File: src/rtl/utxd_fifo_8n1_if.sv
// Host-side bundle of the 8N1 transmitter: byte strobe in, status and serial line out.
interface utxd_fifo_8n1_if;
  logic [7:0] dat;
  logic       st;
  logic       full;
  logic       ovf;
  logic       TXD;
  logic       busy;
  logic       done;

  // Host logic: pushes bytes, watches status and the line.
  modport master (
    output dat, st,
    input  full, ovf, TXD, busy, done
  );

  // Transmitter: accepts bytes, drives status and the line.
  modport slave (
    input  dat, st,
    output full, ovf, TXD, busy, done
  );
endinterface

File: src/rtl/utxd_fifo_8n1.sv
// UART 8N1 transmitter fed by a small byte FIFO. Frames are sent back-to-back
// (start, 8 data bits LSB first, stop), each bit lasting Nt = Fclk/VEL clocks.
module utxd_fifo_8n1 #(
  parameter int Fclk       = 50000000,
  parameter int VEL        = 115200,
  parameter int DEPTH_LOG2 = 2
) (
  input  logic            clk,
  input  logic            rst,
  utxd_fifo_8n1_if.slave  bus
);

  localparam int Nt    = Fclk / VEL;
  localparam int DEPTH = 1 << DEPTH_LOG2;
  localparam int TW    = $clog2(Nt + 1);

  typedef enum logic [1:0] {IDLE, START, DATA, STOP} state_t;

  state_t                state, state_nxt;
  logic [7:0]            mem [DEPTH];
  logic [DEPTH_LOG2-1:0] wr_ptr, rd_ptr;
  logic [DEPTH_LOG2:0]   count, count_nxt;
  logic [TW-1:0]         cb_tact, cb_tact_nxt;
  logic [2:0]            bit_cnt, bit_cnt_nxt;
  logic [7:0]            shift, shift_nxt;
  logic                  push, pop, empty, ce_tact, txd_nxt, done_c;

  assign empty   = (count == '0);
  // full is the registered flag, so a push in a full cycle is rejected even
  // when the FSM pops in that same cycle.
  assign push    = bus.st & ~bus.full;
  assign ce_tact = (cb_tact == TW'(Nt));
  assign bus.busy = (state != IDLE);
  assign bus.done = done_c;

  // Next FIFO occupancy from the push/pop pair.
  always_comb begin
    unique case ({push, pop})
      2'b10:   count_nxt = count + 1'b1;
      2'b01:   count_nxt = count - 1'b1;
      default: count_nxt = count;
    endcase
  end

  // Byte storage; only written on an accepted push.
  // NOTE: the storage array has no reset; pointers and count alone define
  // which entries are valid, so clearing the data would only cost logic.
  always_ff @(posedge clk) begin
    if (push) mem[wr_ptr] <= bus.dat;
  end

  // FIFO pointers, occupancy, full flag and sticky overflow.
  // NOTE: all state uses non-blocking assignments so every flop samples the
  // pre-edge values regardless of statement or process order.
  always_ff @(posedge clk or posedge rst) begin
    if (rst) begin
      wr_ptr   <= '0;
      rd_ptr   <= '0;
      count    <= '0;
      bus.full <= 1'b0;
      bus.ovf  <= 1'b0;
    end else begin
      if (push) wr_ptr <= wr_ptr + 1'b1;
      if (pop)  rd_ptr <= rd_ptr + 1'b1;
      count    <= count_nxt;
      bus.full <= (count_nxt == (DEPTH_LOG2 + 1)'(DEPTH));
      if (bus.st && bus.full) bus.ovf <= 1'b1;
    end
  end

  // Frame sequencer: next state, bit/tact counters, shifter, pop and done.
  // NOTE: every signal gets a default first so no path leaves one unassigned,
  // which would otherwise infer a latch.
  always_comb begin
    state_nxt   = state;
    cb_tact_nxt = cb_tact;
    bit_cnt_nxt = bit_cnt;
    shift_nxt   = shift;
    pop         = 1'b0;
    done_c      = 1'b0;
    txd_nxt     = 1'b1;
    unique case (state)
      IDLE: begin
        txd_nxt = 1'b1;
        if (!empty) begin
          pop         = 1'b1;
          shift_nxt   = mem[rd_ptr];
          cb_tact_nxt = TW'(1);
          state_nxt   = START;
        end
      end
      START: begin
        txd_nxt = 1'b0;
        if (ce_tact) begin
          cb_tact_nxt = TW'(1);
          bit_cnt_nxt = 3'd0;
          state_nxt   = DATA;
        end else begin
          cb_tact_nxt = cb_tact + TW'(1);
        end
      end
      DATA: begin
        txd_nxt = shift[0];
        if (ce_tact) begin
          cb_tact_nxt = TW'(1);
          shift_nxt   = shift >> 1;
          bit_cnt_nxt = bit_cnt + 3'd1;
          if (bit_cnt == 3'd7) state_nxt = STOP;
        end else begin
          cb_tact_nxt = cb_tact + TW'(1);
        end
      end
      STOP: begin
        txd_nxt = 1'b1;
        if (ce_tact) begin
          done_c = 1'b1;
          if (!empty) begin
            // Chain straight into the next frame with no idle gap.
            pop         = 1'b1;
            shift_nxt   = mem[rd_ptr];
            cb_tact_nxt = TW'(1);
            state_nxt   = START;
          end else begin
            cb_tact_nxt = '0;
            state_nxt   = IDLE;
          end
        end else begin
          cb_tact_nxt = cb_tact + TW'(1);
        end
      end
      default: state_nxt = IDLE;
    endcase
  end

  // Sequencer registers; TXD is taken from the current state, so the line
  // lags the FSM by one clock and is glitch-free.
  always_ff @(posedge clk or posedge rst) begin
    if (rst) begin
      state   <= IDLE;
      cb_tact <= '0;
      bit_cnt <= '0;
      shift   <= '0;
      bus.TXD <= 1'b1;
    end else begin
      state   <= state_nxt;
      cb_tact <= cb_tact_nxt;
      bit_cnt <= bit_cnt_nxt;
      shift   <= shift_nxt;
      bus.TXD <= txd_nxt;
    end
  end

endmodule
File: src/flat_wrapper.sv
// flat-port wrapper written by rule: the top's interface ports become plain ports
module utxd_fifo_8n1_flat 
#(
  parameter int Fclk       = 50000000,
  parameter int VEL        = 115200,
  parameter int DEPTH_LOG2 = 2
)
  (clk, rst, bus_dat, bus_st, bus_full, bus_ovf, bus_TXD, bus_busy, bus_done);
  utxd_fifo_8n1_if bus_i ();
  input  logic clk;
  input  logic rst;
  input wire logic [$bits(bus_i.dat)-1:0] bus_dat;
  input wire logic [$bits(bus_i.st)-1:0] bus_st;
  output wire logic [$bits(bus_i.full)-1:0] bus_full;
  output wire logic [$bits(bus_i.ovf)-1:0] bus_ovf;
  output wire logic [$bits(bus_i.TXD)-1:0] bus_TXD;
  output wire logic [$bits(bus_i.busy)-1:0] bus_busy;
  output wire logic [$bits(bus_i.done)-1:0] bus_done;
  assign bus_i.dat = bus_dat;
  assign bus_i.st = bus_st;
  assign bus_full = bus_i.full;
  assign bus_ovf = bus_i.ovf;
  assign bus_TXD = bus_i.TXD;
  assign bus_busy = bus_i.busy;
  assign bus_done = bus_i.done;
  utxd_fifo_8n1 #(.Fclk(Fclk), .VEL(VEL), .DEPTH_LOG2(DEPTH_LOG2)) u_core (.clk(clk), .rst(rst), .bus(bus_i));
endmodule
File: config.mk
export PLATFORM = sky130hd
export DESIGN_NAME = utxd_fifo_8n1_flat
export DESIGN_NICKNAME = d
export VERILOG_FILES = /design/src/rtl/utxd_fifo_8n1_if.sv /design/src/rtl/utxd_fifo_8n1.sv /design/src/flat_wrapper.sv
export SDC_FILE = /design/constraint.sdc
export NUM_CORES = 1
export LEC_CHECK = 0
export CAP_MARGIN = 20
export CORE_MARGIN = 2
export CORE_UTILIZATION = 38
export CTS_CLUSTER_SIZE = 25
export DETAILED_ROUTE_END_ITERATION = 7
export SLEW_MARGIN = 20
export SYNTH_ARGS = -nofsm -noshare
export SYNTH_HDL_FRONTEND = slang
export SYNTH_SLANG_ARGS = --single-unit
File: constraint.sdc
create_clock -name clk -period 3.5 [get_ports clk]
set_clock_uncertainty 0.15 [all_clocks]
set_input_delay 1.05 -clock clk [delete_from_list [all_inputs] [get_ports clk]]
set_output_delay 1.05 -clock clk [all_outputs]
set_load 0.005 [all_outputs]
==> flow_summary.json <==
{
  "outcome": "complete, no violations",
  "pin_count": 16,
  "drive_gt1_share_pct": 19.31,
  "worstSkewPairLatency_ps": 340,
  "fin_crit_sh_pct": 91.33,
  "yosysTopAreaCellShare_pct": 31.87,
  "htree_levels": 3,
  "postSynthAreaPerCell_um2": 12.89,
  "dieArea_mm2": 0.008664,
  "first_global_vias": 1855,
  "synthTopCellsByArea": "edfxtp_1, dfrtp_1, mux2_2",
  "fin_ws_ps": 303.6,
  "nNetsFinal": 280,
  "synth_edf_count": 32,
  "wl_per_cell_um": 13.98,
  "grt_pass1_wl_um": 8894,
  "mostFrequentLayoutCell": "edfxtp_1",
  "tightest_slew_ps": 676.8,
  "synth_area_mm2": 0.003015,
  "yosysTopAreaCell": "edfxtp_1",
  "crit_path_end_kind": "output port",
  "initial_core_util_pct": 39.02,
  "finalHoldViolations": 0,
  "crit_fanout": 4,
  "area_delta_synth_final_pct": 16.43,
  "powerDensity_mw_per_mm2": 861.2,
  "dieHeight_um": 93.08,
  "max_freq_mhz": 312.9,
  "drt-total-wl_um": 5046,
  "root_buffer": "clkbuf_8",
  "crit_type": "reg2out",
  "worstPathRequired_ps": 2300,
  "setup_viol": 0,
  "synth.distinct_cells": 46,
  "slew-limit-headroom_pct": 54.88,
  "cts_hold_buffers": 0,
  "rsz0062_at_grt": "false",
  "cts_inserted_buffers": 9,
  "track_usage_pct": 13.41,
  "synthFlopType": "edfxtp_1",
  "fin_cells": 361,
  "cts_tree": "done",
  "clock_sinks": 64,
  "fp.coreArea_mm2": 0.007727,
  "vdd_ir_drop_max_mv": 0.3462,
  "start_kind": "flip-flop",
  "io_buffer_count": 15,
  "drc": 0,
  "gp_congestion": 0.7449,
  "postRouteAntennaNets": 0,
  "p_leak_nw": 1.431,
  "post_cts_buffers": 0,
  "yosysSeqAreaShare_pct": 58.46,
  "clockBufferDepth": 2,
  "ys_seq_elements": 64,
  "slew_violations": 0,
  "clk_pin_slew_ps": 70,
  "dp_hpwl_um": 3432,
  "nFillCells": 702,
  "dp_slack_ps": 307.9,
  "ctsResizeCount": 0,
  "synth_fp_nets": 260,
  "worstPathArrival_ps": 2000,
  "netlist_instances": 234,
  "synthArstFlopShare_pct": 50.00,
  "fin_crit_ps": 3196,
  "grt_remaining_overflow": 0,
  "vias": 1782,
  "routed_via_density": 4.936,
  "finalSetupTns_ps": 0,
  "numPlacedInstances": 345,
  "drtPass1Iterations": 6,
  "ys_warn_count": 0,
  "fp.dieW_um": 93.08,
  "cap_violations": 0,
  "drt_iter0_drc": 80,
  "grt_max_degree": 33,
  "rows": 32,
  "layout_common_cells": "edfxtp_1, dfrtp_1, mux2_2",
  "antenna_found_initial": 0,
  "hold_class": "reg2reg",
  "n_antenna_cell": 0
}
-- through the flow --
step	utilization, %	instance area [um2]	power (mW)	hold WS (ps)
after floorplan	-	3015	2.021	301.0
after global placement	42.28	3267	2.263	291.0
after detailed placement	42.28	3267	2.286	302.0
after CTS	45.43	3511	3.067	318.6
after global routing	45.43	3511	3.262	370.2
final	45.43	3511	3.023	310.4
-- worst max-delay path, stage by stage (launching register included) --
cell             delay [ps]
dfrtp_1                 410
inv_1                   110
ha_1                    150
and4b_1                 250
and3_2                  240
clkdlybuf4s50_1         500
-- flip-flops by register name, summed over array words and instances (netlist names) --
| name | cells |
|---|---|
| u_core.mem | 32 |
| u_core.cb_tact | 9 |
| u_core.shift | 8 |
| u_core.bit_cnt | 3 |
| u_core.count | 3 |
| u_core.rd_ptr | 2 |
| u_core.state | 2 |
| u_core.wr_ptr | 2 |
| u_core.bus.TXD | 1 |
| u_core.bus.full | 1 |
| u_core.bus.ovf | 1 |
-- path summary, 6_finish.rpt --
kind	slack, ps	cells after the start	to	from
min in group asynchronous	950	3	u_core.wr_ptr[0]	rst
worst max-delay path	300	5	bus_done	u_core.cb_tact[0]
max in group asynchronous	1920	3	u_core.bus.TXD	rst
worst min register to register	310	1	u_core.bus.ovf	u_core.bus.ovf
worst min-delay path	310	1	u_core.bus.ovf	u_core.bus.ovf
worst max register to register	650	12	u_core.bus.full	u_core.cb_tact[0]
-- report_power, final --
part	internal (mW)	switching [mW]	total, mW
clock	0.474	0.295	0.768
sequential	1.01	0.144	1.16
combinational	0.533	0.565	1.10
total	2.02	1.00	3.02
-- cell families (layout without fill, tap and decap cells) --
| family | count (synthesis) | in the layout | share of synthesized area [%] |
|---|---|---|---|
| DFF | 64 | 64 | 58.46 |
| and+or+nand+nor | 49 | 49 | 9.046 |
| AOI/OAI and AO/OA | 45 | 45 | 10.21 |
| buffers and inverters | 28 | 53 | 3.859 |
| muxes | 25 | 25 | 9.627 |
| adders and majority gates | 15 | 15 | 6.473 |
| xor gates and xnor gates | 8 | 8 | 2.324 |
-- Yosys cell counts, drive strengths merged, types with 5 or more instances --
| cell | count |
|---|---|
| ha | 14 |
| o21ai | 6 |
| a21oi | 12 |
| edfxtp | 32 |
| o22ai | 8 |
| inv | 20 |
| dfrtp | 31 |
| and2 | 5 |
| mux2 | 22 |
| nor3 | 6 |
| xor2 | 5 |
| nor2 | 6 |
| nand2 | 12 |
-- per-layer routing --
| metal | vias to the layer above | wire, um | global-route usage (%) |
|---|---|---|---|
| li1 | 886 | - | - |
| met1 | 868 | 2452 | 17.52 |
| met2 | 20 | 2347 | 20.47 |
| met3 | 8 | 138 | 4.110 |
| met4 | 0 | 107 | 6.250 |
| met5 | - | 0 | 0 |
-- area by class of cell --
| type | count | area, um2 | share of cell area (%) |
|---|---|---|---|
| clock inverters | 7 | 120.1 | 3.421 |
| repair buffers | 17 | 165.2 | 4.704 |
| flip-flops and latches | 64 | 1763 | 50.21 |
| multi-input cells | 142 | 1136 | 32.36 |
| inverters | 20 | 75.07 | 2.138 |
| well taps | 102 | 127.6 | 3.635 |
| clock buffers | 9 | 123.9 | 3.528 |
(Power assumes the default switching activity.)
